## config.mk

```make
export PLATFORM = sky130hd
export DESIGN_NAME = ex_cmm_frame_sched
export DESIGN_NICKNAME = d
export VERILOG_FILES = /design/src/rtl/ex_cmm_pkg.sv /design/src/rtl/rr_arb16.sv /design/src/rtl/ex_cmm_frame_sched.sv
export SDC_FILE = /design/constraint.sdc
export NUM_CORES = 1
export LEC_CHECK = 0
export BUFFER_PORTS_ARGS = -buffer_cell sky130_fd_sc_hd__buf_2
export CAP_MARGIN = 20
export CORE_UTILIZATION = 60
export DETAILED_ROUTE_END_ITERATION = 8
export PLACE_DENSITY = 0.89
export SLEW_MARGIN = 5
export SYNTH_ARGS = -nofsm -noshare
export SYNTH_HDL_FRONTEND = slang
export SYNTH_SLANG_ARGS = --single-unit
```

## constraint.sdc

```tcl
create_clock -name clk_12_5m -period 10.7 [get_ports clk_12_5m]
set_clock_uncertainty 0.15 [all_clocks]
set_input_delay 2.14 -clock clk_12_5m [delete_from_list [all_inputs] [get_ports clk_12_5m]]
set_output_delay 2.14 -clock clk_12_5m [all_outputs]
set_load 0.1 [all_outputs]
```

## src/rtl/ex_cmm_pkg.sv

```systemverilog
// Shared definitions for the single-extension box configuration channel path:
// frame delimiter bit positions, error codes and frame scheduler state encodings.
package ex_cmm_pkg;

    localparam int SOP_BIT = 17;
    localparam int EOP_BIT = 16;

    localparam logic [1:0] ERR_NOSOP = 2'b01;
    localparam logic [1:0] ERR_OVLEN = 2'b10;
    localparam logic [1:0] ERR_TMO   = 2'b11;

    localparam logic [2:0] ST_IDLE  = 3'd0;
    localparam logic [2:0] ST_ARB   = 3'd1;
    localparam logic [2:0] ST_ISSUE = 3'd2;
    localparam logic [2:0] ST_WAIT  = 3'd3;
    localparam logic [2:0] ST_CLOSE = 3'd4;

    // One-hot read strobe for a 4-bit channel index.
    function automatic logic [15:0] chnOneHot(input logic [3:0] idx);
        return 16'd1 << idx;
    endfunction

endpackage

```

## src/rtl/rr_arb16.sv

```systemverilog
// Combinational 16-way round-robin pick: the first requester found searching
// upward from last+1, wrapping 15 -> 0, with 'last' itself lowest priority.
module rr_arb16
    import ex_cmm_pkg::*;
(
    input  logic [15:0] req,
    input  logic [3:0]  last,
    output logic [3:0]  gnt_idx,
    output logic        gnt_vld
);

    // Scan from the farthest offset down so the nearest requester after 'last' overrides.
    always_comb begin
        logic [3:0] w_cand;
        gnt_idx = 4'd0;
        gnt_vld = 1'b0;
        w_cand  = 4'd0;
        for (int k = 16; k >= 1; k--) begin
            w_cand = last + 4'(k);
            if (req[w_cand]) begin
                gnt_idx = w_cand;
                gnt_vld = 1'b1;
            end
        end
    end

endmodule

```

## src/rtl/ex_cmm_frame_sched.sv

```systemverilog
// Frame-granular round-robin read scheduler: pulls whole frames from the 16
// per-slot channel buffers into the shared downstream FIFO, one channel at a
// time, with stop-and-wait reads, frame-length policing and error strobes.
module ex_cmm_frame_sched
    import ex_cmm_pkg::*;
#(
    parameter int         CHN_NUM     = 16,
    parameter int         DATA_W      = 18,
    parameter int         RD_LAT      = 2,
    parameter logic [9:0] MAX_FRM_LEN = 10'd512
)(
    input  logic               clk_12_5m,
    input  logic               rst_12_5m,
    input  logic               sched_en,
    input  logic [CHN_NUM-1:0] chn_mask,
    input  logic [CHN_NUM-1:0] chn_empty,
    output logic [CHN_NUM-1:0] chn_rden,
    input  logic [CHN_NUM-1:0] chn_dval,
    input  logic [DATA_W-1:0]  chn_data,
    input  logic               out_afull,
    output logic               out_wren,
    output logic [DATA_W-1:0]  out_wrdata,
    output logic [3:0]         cur_chn,
    output logic               busy,
    output logic               err_pulse,
    output logic [1:0]         err_code,
    output logic [3:0]         err_chn
);

    // A read is given up once this many WAIT cycles pass without its data.
    localparam logic [2:0] TMO_CNT   = 3'(RD_LAT + 1);
    localparam logic [9:0] LAST_WORD = MAX_FRM_LEN - 10'd1;

    logic [2:0]         r_state;
    logic [3:0]         r_lastGrant;
    logic [3:0]         r_curChn;
    logic               r_busy;
    logic [9:0]         r_wordCnt;
    logic [2:0]         r_waitCnt;
    logic [CHN_NUM-1:0] r_rden;
    logic               r_wren;
    logic [DATA_W-1:0]  r_wrdata;
    logic               r_errPulse;
    logic [1:0]         r_errCode;
    logic [3:0]         r_errChn;

    logic [CHN_NUM-1:0] w_elig;
    logic [3:0]         w_gntIdx;
    logic               w_gntVld;
    logic [DATA_W-1:0]  w_forcedEop;

    assign w_elig      = ~chn_empty & ~chn_mask;
    assign w_forcedEop = {chn_data[DATA_W-1:EOP_BIT+1], 1'b1, chn_data[EOP_BIT-1:0]};

    rr_arb16 u_arb (
        .req     (w_elig),
        .last    (r_lastGrant),
        .gnt_idx (w_gntIdx),
        .gnt_vld (w_gntVld)
    );

    // Scheduler FSM plus all registered outputs; strobes default low every cycle.
    always_ff @(posedge clk_12_5m) begin
        if (!rst_12_5m) begin
            r_state     <= ST_IDLE;
            r_lastGrant <= 4'd15;
            r_curChn    <= 4'd0;
            r_busy      <= 1'b0;
            r_wordCnt   <= 10'd0;
            r_waitCnt   <= 3'd0;
            r_rden      <= '0;
            r_wren      <= 1'b0;
            r_wrdata    <= '0;
            r_errPulse  <= 1'b0;
            r_errCode   <= 2'b00;
            r_errChn    <= 4'd0;
        end else begin
            r_rden     <= '0;
            r_wren     <= 1'b0;
            r_errPulse <= 1'b0;
            case (r_state)
                ST_IDLE: begin
                    if (sched_en && (|w_elig)) begin
                        r_state <= ST_ARB;
                    end
                end
                ST_ARB: begin
                    if (w_gntVld) begin
                        r_curChn  <= w_gntIdx;
                        r_busy    <= 1'b1;
                        r_wordCnt <= 10'd0;
                        r_state   <= ST_ISSUE;
                    end else begin
                        r_state <= ST_IDLE;
                    end
                end
                ST_ISSUE: begin
                    if (!chn_empty[r_curChn] && !out_afull) begin
                        r_rden    <= chnOneHot(r_curChn);
                        r_waitCnt <= 3'd0;
                        r_state   <= ST_WAIT;
                    end
                end
                ST_WAIT: begin
                    if (chn_dval[r_curChn]) begin
                        if ((r_wordCnt == 10'd0) && !chn_data[SOP_BIT]) begin
                            r_errPulse <= 1'b1;
                            r_errCode  <= ERR_NOSOP;
                            r_errChn   <= r_curChn;
                            r_state    <= ST_CLOSE;
                        end else begin
                            r_wren    <= 1'b1;
                            r_wrdata  <= chn_data;
                            r_wordCnt <= r_wordCnt + 10'd1;
                            if (chn_data[EOP_BIT]) begin
                                r_state <= ST_CLOSE;
                            end else if (r_wordCnt == LAST_WORD) begin
                                r_wrdata   <= w_forcedEop;
                                r_errPulse <= 1'b1;
                                r_errCode  <= ERR_OVLEN;
                                r_errChn   <= r_curChn;
                                r_state    <= ST_CLOSE;
                            end else begin
                                r_state <= ST_ISSUE;
                            end
                        end
                    end else if (r_waitCnt == TMO_CNT) begin
                        r_errPulse <= 1'b1;
                        r_errCode  <= ERR_TMO;
                        r_errChn   <= r_curChn;
                        r_state    <= ST_CLOSE;
                    end else begin
                        r_waitCnt <= r_waitCnt + 3'd1;
                    end
                end
                ST_CLOSE: begin
                    r_lastGrant <= r_curChn;
                    r_busy      <= 1'b0;
                    r_state     <= sched_en ? ST_ARB : ST_IDLE;
                end
                default: begin
                    r_state <= ST_IDLE;
                end
            endcase
        end
    end

    assign chn_rden   = r_rden;
    assign out_wren   = r_wren;
    assign out_wrdata = r_wrdata;
    assign cur_chn    = r_curChn;
    assign busy       = r_busy;
    assign err_pulse  = r_errPulse;
    assign err_code   = r_errCode;
    assign err_chn    = r_errChn;

endmodule
```

==> results by group, run 1 <==
Global route
  – Grt ovf: 0
  – Global Route Usage Sum: 35.3%
  – Pin count of the biggest net entering global routing: 67
  – Vias in the first global route: 5421
  – First-pass GRT wire length: 26800 um
  – Initial antenna violation count: 0

Worst setup path
  – Crit path largest cell delay: 0.69 ns
  – Critical Path Start: chn_empty[5]
  – Startpoint types: input port
  – CP endpoint kind: register
  – CP endpoint: cur_chn[2]
  – Beginning of the worst register-to-register path: r_lastGrant[0]
  – Reg-to-Reg End: cur_chn[2]
  – Reg2reg path depth: 11
  – CP Data Arrival Time: 5.48 ns
  – Crit Path Category: input port to register
  – Critical-path top delay cell: o211ai_2
  – Flop-to-flop setup slack: 5.53 ns
  – Critical path cell sequence: buf_2 > nor2_1 > a21oi_1 > o221ai_1 > o22ai_1 > nand4_1 > or4_4 > o211ai_2 > a221oi_1 > nor3_1
  – Worst EP required: 10.81 ns
  – Critical Path Fanout Max: 20

Final layout
  – Finished Core Util: 70.8%
  – Seq. cell area: 1340 sq um
  – Antenna diodes: 0
  – Area Growth Syn to Fin: 14.2%
  – Multi-input gate area: 3790 sq um
  – Commonest cells after routing, fill and taps aside: buf_2 (116), nor2_1 (70), dfxtp_1 (66)
  – Layout cells sized above 1: 27.0%
  – Most common cell after layout, fill and taps aside: buf_2
  – Post-layout net count: 816
  – Fillers: 690

Synth
  – Main flop type after synthesis: dfxtp_1
  – Mux share of post-synthesis cell area: 21.1%
  – Compound-Gate Fraction of Synth Area: 23.1%
  – Seq/Total Area, Yosys: 24.8%
  – Post-Synth Simple-Gate Area: 21.2%
  – Flops & latches, synth: 67
  – Mapped Area: 5410 sq um
  – Largest family of logic cells by synthesized area: compound AO/OA/AOI/OAI gates
  – Synth Instances: 645
  – Synthesized area per cell: 8.38 sq um
  – Share of flip-flops with an asynchronous set or reset: 0%
  – Yosys cell types: 70
  – Yosys warnings: 0
  – Post-synth EDFFs: 0
  – Post-synthesis adder-cell area fraction: 2.55%
  – Synth Area in XOR/XNOR: 2.22%
  – Synth Net Count: 726

Placed design
  – IO Port Bufs: 116
  – Post-DP HPWL: 12200 um
  – Routability Congestion: 0.986

Floorplan
  – Rows: 34
  – Die ar.: 9390 sq um
  – I/O pin cnt: 117
  – Core ar.: 8720 sq um
  – Starting Density: 62.0%
  – Die height: 96.9 um
  – Die Wd: 96.9 um

Power and ir drop
  – PD cells: 132 nW/um^2
  – Pleak: 2.51 nW
  – VDD IR-drop max: 65.9 uV

Timing
  – Slew @ Worst Pin: 0.988 ns
  – Crit share post-route: 50.2%
  – Max-slew violations: 0
  – Rel. slew slack: 34.0%
  – Final Critical Period: 5.37 ns
  – Final setup viols: 0
  – RSZ-0062 raised after global routing: no
  – Setup TNS: 0 ns
  – Hold Fails Final Rpt: 0
  – Max Fclk: 186 MHz

Detailed routing
  – Drt initial violations: 571
  – Avg Vias per Cell: 6.81
  – DRC errors left: 0
  – Final ANT Viol Nets: 0
  – Avg WL per Cell: 19.4 um
  – Pre-antenna DRT Iters: 7
  – Vias: 5771
  – Final WL: 16500 um

Clock tree
  – Clock root buffer master: clkbuf_8
  – Htree depth: 3
  – CTS buffer count: 9
  – Clock transition time at the flip-flop clock pins of the worst setup and hold paths: 0.08 ns
  – Hold Buf Count CTS: 0
  – Post-CTS setup buffer count: 0
  – Clk_lat worst skew: 0.34 ns
  – # resized after CTS: 0
  – CTS Sinks: 67
  – Longest Clk Path Bufs: 2
  – TritonCTS clock tree: done

Job
  – Max_cap viols: 0

Run status
  – Status: finished, final reports clean

Min path
  – HP Class: register to register
  – Hold Startpoint: out_wrdata[0]
==> registers in the layout, indices dropped and copies added, names as in the netlist <==
register / count
out_wrdata: 18
chn_rden: 16
r_wordCnt: 10
cur_chn: 4
err_chn: 4
r_lastGrant: 4
r_state: 3
r_waitCnt: 3
err_code: 2
busy: 1
err_pulse: 1
out_wren: 1
==> worst min-delay path by stage <==
stage / end / slack [ns] / depth (start not counted)
2_1_floorplan: r_waitCnt[1] / 0.29 / 2
3_3_place_gp: out_wrdata[7] / 0.29 / 2
3_5_place_dp: out_wrdata[15] / 0.30 / 2
4_1_cts: out_wrdata[15] / 0.31 / 2
5_1_grt: out_wrdata[15] / 0.32 / 2
6_report: out_wrdata[0] / 0.30 / 2
==> cell type report <==
type                    count  area share (%)
clock buffers              10            2.23
repair buffers            122            10.3
well taps                 108            2.19
flip-flops and latches     67            21.7
clock inverters             6            1.03
inverters                  18            1.09
multi-input cells         517            61.4
==> through the flow <==
step                      instances  hold WS [ns]  power (W)  area, sq um  setup slack, ns
after floorplan                 645         0.286   0.000525         5410             6.07
after global routing            848         0.322   0.000847         6180             5.16
after global placement          830         0.288   0.000589         5950             5.28
after detailed placement        832         0.296   0.000598         5970             5.15
after CTS                       848         0.306   0.000808         6180             5.48
final                           848         0.303   0.000814         6180             5.33
==> Yosys cell counts (6+ instances only) <==
library cell | count | area share (%)
nor2_1 | 70 | 4.9
nand2b_1 | 6 | 0.69
a21oi_1 | 62 | 5.7
mux2i_1 | 20 | 3.7
buf_2 | 8 | 0.74
mux4_2 | 36 | 15
a211oi_1 | 9 | 1.2
nand2_1 | 64 | 4.4
inv_1 | 15 | 1.0
xnor2_1 | 6 | 0.97
nor3_1 | 38 | 3.5
dfxtp_1 | 67 | 25
nand3_1 | 21 | 1.9
o22ai_1 | 10 | 1.2
a221oi_1 | 7 | 1.1
a21o_1 | 17 | 2.4
mux2_2 | 8 | 1.7
ha_1 | 11 | 2.5
clkbuf_1 | 27 | 1.9
a2111oi_0 | 11 | 1.8
o211ai_1 | 8 | 1.1
a31oi_1 | 10 | 1.2
nor4_1 | 6 | 0.69
o21ai_0 | 9 | 0.83
==> critical path, delay by kind of cell <==
family                 cells  cell delay (ns)
AO/OA/AOI/OAI              5             2.21
AND/OR/NAND/NOR            4             1.03
buffers and inverters      1             0.10
==> cell families after synthesis <==
| kind of cell | count (synthesis) |
|---|---|
| AND/OR/NAND/NOR | 242 |
| AO/OA/AOI/OAI | 185 |
| multiplexers | 67 |
| flip-flops | 67 |
| buffers and inverters | 61 |
| XOR/XNOR | 12 |
| adder cells (fa/ha/maj) | 11 |
==> where the power goes <==
part | leakage (nW) | internal [W] | total [W] | switching [W]
Clock | 0.0987 | 0.000114 | 0.000212 | 0.0000983
Sequential | 0.540 | 0.000259 | 0.000282 | 0.0000230
Combinational | 1.87 | 0.000115 | 0.000320 | 0.000205
==> routing by layer <==
metal  global-route usage [%]  vias to the layer above  wire length, um
met5                        0                        -                0
met4                     17.2                        0              571
met3                     8.38                       49             1640
met2                     56.8                      358             7810
met1                     44.6                     2711             6470
li1                         -                     2653                -
Note: power is estimated with default switching activity, not from simulation.
==> run 2, diff against run 1 <==
- CORE_UTILIZATION: 60 -> 56
- PLACE_DENSITY: 0.89 -> 0.84
- clock period: 10.7 -> 5.49 ns (I/O delays scaled with it)
==> results by group, run 2 (same netlist as run 1, synthesis figures left out) <==
Global route
  – Global Route Usage Sum: 34.5% (was 35.3%)
  – Initial antenna violation count: 0 (unchanged)
  – GRT met3 Usage: 6.34% (was 8.38%)
  – Grt met1 use: 42.8% (was 44.6%)
  – Grt ovf: 0 (unchanged)
  – GR peak layer: met2 (unchanged)
  – First-pass GRT wire length: 27400 um (was 26800 um)
  – Pin count of the biggest net entering global routing: 66 (was 67)
  – Vias in the first global route: 5487 (was 5421)
  – Global Route met2 Usage: 59.2% (was 56.8%)

Timing
  – RSZ-0062 raised after global routing: no (unchanged)
  – Crit share post-route: 82.2%
  – Rel. slew slack: 38.0% (was 34.0%)
  – Final setup viols: 0 (unchanged)
  – Final Critical Period: 4.51 ns
  – Final Hold Slack: 0.304 ns (was 0.303 ns)
  – Max Fclk: 222 MHz
  – Setup TNS: 0 ns (unchanged)
  – Hold Fails Final Rpt: 0 (unchanged)
  – Max-slew violations: 0 (unchanged)
  – Slew @ Worst Pin: 0.929 ns (was 0.988 ns)

Detailed routing
  – DRC errors left: 0 (unchanged)
  – Vias: 5841 (was 5771)
  – Avg WL per Cell: 19.4 um (about the same)
  – Pre-antenna DRT Iters: 5 (was 7)
  – Final WL: 17000 um (was 16500 um)
  – Drt initial violations: 509 (was 571)
  – Avg Vias per Cell: 6.68 (was 6.81)
  – Final ANT Viol Nets: 0 (unchanged)

Clock tree
  – Post-CTS setup buffer count: 0 (unchanged)
  – Longest Clk Path Bufs: 2 (unchanged)
  – Hold Buf Count CTS: 0 (unchanged)
  – TritonCTS clock tree: done (unchanged)
  – # resized after CTS: 0 (unchanged)
  – Htree depth: 3 (unchanged)
  – Clk_lat worst skew: 0.34 ns (about the same)
  – Clock root buffer master: clkbuf_8 (unchanged)
  – Clock transition time at the flip-flop clock pins of the worst setup and hold paths: 0.08 ns (about the same)
  – CTS Sinks: 67 (unchanged)
  – CTS buffer count: 9 (unchanged)

Final layout
  – Non-filler instance count after layout: 875 (was 848)
  – Max reg flops: 18 (unchanged)
  – Layout cells sized above 1: 27.6% (was 27.0%)
  – Most common cell after layout, fill and taps aside: buf_2 (unchanged)
  – Fillers: 769 (was 690)
  – Post-layout net count: 822 (was 816)
  – Commonest cells after routing, fill and taps aside: buf_2 (116), nor2_1 (70), dfxtp_1 (66) (unchanged)
  – Antenna diodes: 0 (unchanged)
  – Area Growth Syn to Fin: 16.1% (was 14.2%)

Placed design
  – IO Port Bufs: 116 (unchanged)
  – Placed Cells: 859 (was 832)
  – Post-DP HPWL: 12700 um (was 12200 um)
  – Routability Congestion: 0.968 (was 0.986)

Worst setup path
  – Critical Path Start: r_lastGrant[2] (was chn_empty[5])
  – CP endpoint kind: register (unchanged)
  – CP Data Arrival Time: 4.62 ns (was 5.48 ns)
  – Beginning of the worst register-to-register path: r_lastGrant[2] (was r_lastGrant[0])
  – Reg-to-Reg End: r_wordCnt[0] (was cur_chn[2])
  – Startpoint types: register (was input port)
  – Worst EP required: 5.60 ns (was 10.81 ns)
  – CP endpoint: r_wordCnt[0] (was cur_chn[2])
  – Reg2reg path depth: 13 (was 11)
  – Flop-to-flop setup slack: 0.98 ns (was 5.53 ns)
  – Crit Path Category: register to register (was input port to register)
  – Critical Path Fanout Max: 22 (was 20)

Floorplan
  – Rows: 35 (was 34)
  – Core ar.: 9280 sq um (was 8720 sq um)
  – Starting Density: 58.2% (was 62.0%)
  – Die Wd: 100 um (was 96.9 um)
  – Die ar.: 10100 sq um (was 9390 sq um)
  – I/O pin cnt: 117 (unchanged)
  – Die height: 100 um (was 96.9 um)

Power and ir drop
  – VDD IR-drop max: 108 uV (was 65.9 uV)
  – Pleak: 2.56 nW (was 2.51 nW)
  – PD cells: 260 nW/um^2 (was 132 nW/um^2)

Run status
  – Status: finished, final reports clean (unchanged)

Min path
  – HP Class: register to register (unchanged)

Job
  – Max_cap viols: 0 (unchanged)
[run 2: cell types whose count changed in the layout (fill, tap and decap cells not counted), sizes merged]
cell / delta
buf: +6
bufinv: +1
clkbuf: -1
clkinvlp: -1
inv: +1
[run 2: cell type report]
class,count,area (sq um),share of cell area [%]
Multi-Input combinational cell,517,3790,60.4
Sequential cell,67,1340,21.4
Timing Repair Buffer,128,691,11.0
Tap cell,129,161,2.57
Clock buffer,9,124,1.97
Clock inverter,7,98.8,1.57
Inverter,18,67.6,1.08
[run 2: worst min path at each step]
stage | startpoint | endpoint | slack (ns) | cells after the start
after floorplan | r_waitCnt[1] | r_waitCnt[1] | 0.29 | 2
after global placement | out_wrdata[9] | out_wrdata[9] | 0.29 | 2
after detailed placement | out_wrdata[5] | out_wrdata[5] | 0.29 | 2
after CTS | out_wrdata[5] | out_wrdata[5] | 0.31 | 2
after global routing | out_wrdata[14] | out_wrdata[14] | 0.33 | 2
final | out_wrdata[14] | out_wrdata[14] | 0.30 | 2
[run 2: layer usage]
| layer | vias to the layer above | part of all wire (%) | routed length (um) |
|---|---|---|---|
| li1 | 2662 | - | - |
| met2 | 350 | 49 | 8270 |
| met4 | 0 | 2.6 | 446 |
| met1 | 2790 | 40 | 6710 |
| met5 | - | 0 | 0 |
| met3 | 39 | 9.1 | 1540 |
[run 2: through the flow]
| stage | cell area, sq um | utilization, % | setup slack [ns] | power [W] |
|---|---|---|---|---|
| floorplan | 5410 | - | 1.42 | 0.00102 |
| global placement | 6030 | 64.9 | 1.13 | 0.00115 |
| detailed placement | 6050 | 65.2 | 1.08 | 0.00117 |
| CTS | 6280 | 67.6 | 1.07 | 0.00162 |
| global route | 6280 | 67.6 | 0.751 | 0.00170 |
| finish | 6280 | 67.6 | 0.980 | 0.00163 |
[run 2: worst max-delay path: stages (launching register included)]
cell,delay [ns]
dfxtp_1,0.31
buf_4,0.30
inv_1,0.13
ha_1,0.24
xnor2_1,0.64
mux4_2,0.41
a22o_1,0.30
a221oi_1,0.46
nand3b_1,0.13
or4_4,0.46
o211ai_2,0.36
buf_4,0.27
nand3_1,0.10
a21oi_1,0.15
[run 2: where the power goes]
part / internal (W) / switching, W / total (W)
sequential: 0.000505 / 0.0000436 / 0.000548
clock: 0.000259 / 0.000198 / 0.000457
combinational: 0.000230 / 0.000398 / 0.000628
total: 0.000994 / 0.000640 / 0.00163
==> run 3, diff against run 2 <==
- ABC_AREA: default -> 1
- CORE_UTILIZATION: 56 -> 54
- PLACE_DENSITY: 0.84 -> 0.83
- clock period: 5.49 -> 4.4 ns (I/O delays scaled with it)
==> results by group, run 3 <==
Global route
  – Global Route Usage Sum: 31.9% (was 34.5%)
  – Grt ovf: 0 (unchanged)
  – First-pass GRT wire length: 21800 um (was 27400 um)
  – Initial antenna violation count: 0 (unchanged)
  – Vias in the first global route: 4735 (was 5487)
  – Pin count of the biggest net entering global routing: 33 (was 66)

Synth
  – Area share of the largest cell type after synthesis: 30.1% (was 24.8%)
  – Mapped Area: 4460 sq um (was 5410 sq um)
  – Seq/Total Area, Yosys: 30.1% (was 24.8%)
  – Synthesized area per cell: 6.23 sq um (was 8.38 sq um)
  – Dominant cell by count in the synthesized netlist: nand2_1 (was nor2_1)
  – Post-synth EDFFs: 0 (unchanged)
  – Synth Net Count: 797 (was 726)
  – Share of flip-flops with an asynchronous set or reset: 0% (unchanged)
  – Main flop type after synthesis: dfxtp_1 (unchanged)
  – Yosys cell types: 41 (was 70)
  – Flops & latches, synth: 67 (unchanged)
  – Post-synth top area cell: dfxtp_1 (unchanged)
  – Yosys warnings: 0 (unchanged)
  – Synth Instances: 716 (was 645)
  – Commonest cells post-synth: nand2_1 (250), a21oi_1 (69), nand3_1 (69) (was nor2_1 (70), dfxtp_1 (67), nand2_1 (64))
  – Synth top area cells: dfxtp_1 (30%), nand2_1 (21%), a21oi_1 (7.7%), nand3_1 (7.7%), inv_1 (4.8%) (was dfxtp_1 (25%), mux4_2 (15%), a21oi_1 (5.7%), nor2_1 (4.9%), nand2_1 (4.4%))

Clock tree
  – CTS Sinks: 67 (unchanged)
  – CTS buffer count: 9 (unchanged)
  – TritonCTS clock tree: done (unchanged)
  – # resized after CTS: 0 (unchanged)
  – Hold Buf Count CTS: 0 (unchanged)
  – Clock transition time at the flip-flop clock pins of the worst setup and hold paths: 0.08 ns (about the same)
  – Htree depth: 3 (unchanged)
  – Clock root buffer master: clkbuf_8 (unchanged)
  – Longest Clk Path Bufs: 2 (unchanged)
  – Post-CTS setup buffer count: 0 (unchanged)
  – Clk_lat worst skew: 0.35 ns (was 0.34 ns)

Final layout
  – Layout cells sized above 1: 19.7% (was 27.6%)
  – Antenna diodes: 0 (unchanged)
  – Finished Core Util: 67.7% (was 67.6%)
  – Area Growth Syn to Fin: 19.1% (was 16.1%)
  – Commonest cells after routing, fill and taps aside: nand2_1 (250), buf_2 (116), a21oi_1 (69), nand3_1 (69), dfxtp_1 (67) (was buf_2 (116), nor2_1 (70), dfxtp_1 (66))
  – Multi-input gate area: 2750 sq um (was 3790 sq um)
  – Fillers: 710 (was 769)
  – Max reg flops: 18 (unchanged)
  – Most common cell after layout, fill and taps aside: nand2_1 (was buf_2)
  – Seq. cell area: 1340 sq um (about the same)
  – Post-layout net count: 910 (was 822)
  – Final Instance Area: 5310 sq um (was 6280 sq um)

Worst setup path
  – CP endpoint kind: register (unchanged)
  – Crit Path Category: register to register (unchanged)
  – Worst EP required: 4.47 ns (was 5.60 ns)
  – Startpoint types: register (unchanged)
  – Critical Path Fanout Max: 16 (was 22)
  – CP Data Arrival Time: 3.48 ns (was 4.62 ns)
  – Reg2reg path depth: 26 (was 13)

Timing
  – Final setup viols: 0 (unchanged)
  – Setup TNS: 0 ns (unchanged)
  – Slew @ Worst Pin: 1.08 ns (was 0.929 ns)
  – Hold Fails Final Rpt: 0 (unchanged)
  – Final Hold Slack: 0.318 ns (was 0.304 ns)
  – RSZ-0062 raised after global routing: no (unchanged)
  – Final Critical Period: 3.40 ns (was 4.51 ns)
  – Crit share post-route: 77.4% (was 82.2%)
  – Max Fclk: 294 MHz (was 222 MHz)
  – Max-slew violations: 0 (unchanged)
  – Rel. slew slack: 27.0% (was 38.0%)

Floorplan
  – Rows: 32 (was 35)
  – I/O pin cnt: 117 (unchanged)
  – Die Wd: 92.9 um (was 100 um)
  – Starting Density: 56.8% (was 58.2%)
  – Die ar.: 8630 sq um (was 10100 sq um)
  – Core ar.: 7850 sq um (was 9280 sq um)
  – Die height: 92.9 um (was 100 um)

Placed design
  – Routability Congestion: 0.971 (was 0.968)
  – Post-DP HPWL: 10600 um (was 12700 um)
  – IO Port Bufs: 116 (unchanged)
  – Area after DPL: 5100 sq um (was 6050 sq um)

Detailed routing
  – Avg Vias per Cell: 5.67 (was 6.68)
  – DRC errors left: 0 (unchanged)
  – Avg WL per Cell: 14.8 um (was 19.4 um)
  – Final ANT Viol Nets: 0 (unchanged)
  – Vias: 5299 (was 5841)
  – Drt initial violations: 412 (was 509)
  – Pre-antenna DRT Iters: 5 (unchanged)
  – Final WL: 13900 um (was 17000 um)

Run status
  – Status: finished, final reports clean (unchanged)

Min path
  – Hold depth: 2 (unchanged)
  – HP Class: register to register (unchanged)

Power and ir drop
  – Pleak: 2.66 nW (was 2.56 nW)
  – PD cells: 511 nW/um^2 (was 260 nW/um^2)
  – VDD IR-drop max: 344 uV (was 108 uV)

Job
  – Max_cap viols: 0 (unchanged)
-- run 3: cell type report --
class	instances	area share [%]
tap	102	2.40
clock inverter	6	1.70
clock buffer	9	2.33
sequential	67	25.2
multi-input combinational	563	51.8
inverter	65	4.62
timing repair buffer	123	11.9
-- run 3: per-stage QoR --
stage          worst slack (ns)  instances  power [W]
3_5_place_dp               1.12        920    0.00213
2_1_floorplan              1.39        716    0.00182
6_report                  0.995        935    0.00272
3_3_place_gp               1.18        920    0.00210
4_1_cts                    1.08        935    0.00269
5_1_grt                   0.713        935    0.00288
-- run 3: per-layer routing --
layer | global-route usage (%) | vias to the layer above | part of all wire, %
met4 | 11.0 | 0 | 2.1
met3 | 6.24 | 31 | 8.2
met5 | 0 | - | 0
li1 | - | 2594 | -
met2 | 53.9 | 267 | 47
met1 | 40.4 | 2407 | 42
-- run 3: worst paths after layout --
check            startpoint       endpoint  slack [ns]
max          r_lastGrant[1]     cur_chn[0]         1.0
min           out_wrdata[3]  out_wrdata[3]        0.32
max reg2reg  r_lastGrant[1]     cur_chn[0]         1.0
min reg2reg   out_wrdata[3]  out_wrdata[3]        0.32
-- run 3: where the power goes --
part | total [W] | switching (W) | internal [W]
sequential | 0.000740 | 0.0000684 | 0.000671
combinational | 0.00141 | 0.00104 | 0.000372
clock | 0.000564 | 0.000246 | 0.000318
-- run 3: kinds of logic after synthesis --
| family | synth area share [%] |
|---|---|
| compound gates | 15.6 |
| fa+ha+maj | 3.09 |
| buf+inv | 8.25 |
| flops | 30.1 |
| xor+xnor | 2.22 |
| simple gates | 40.8 |
-- run 3: critical path, cell delays in order, from the launching register on --
cell and delay (ns):
dfxtp_1 0.32, buf_4 0.22, inv_1 0.08, ha_1 0.52
inv_1 0.31, nand3_1 0.19, nand3_1 0.09, nand2_1 0.10
nand2_1 0.08, nand2_2 0.13, nor2_1 0.07, o21bai_1 0.13
nand2_1 0.07, nand2_1 0.07, nand2_1 0.06, nand2_1 0.06
nand2_1 0.06, nand2_1 0.09, nand2_1 0.06, nand2_1 0.06
nand2_1 0.05, nand2_1 0.06, nand2_1 0.04, nand2_1 0.05
nand2_1 0.05, nand2_1 0.06, a21oi_1 0.06
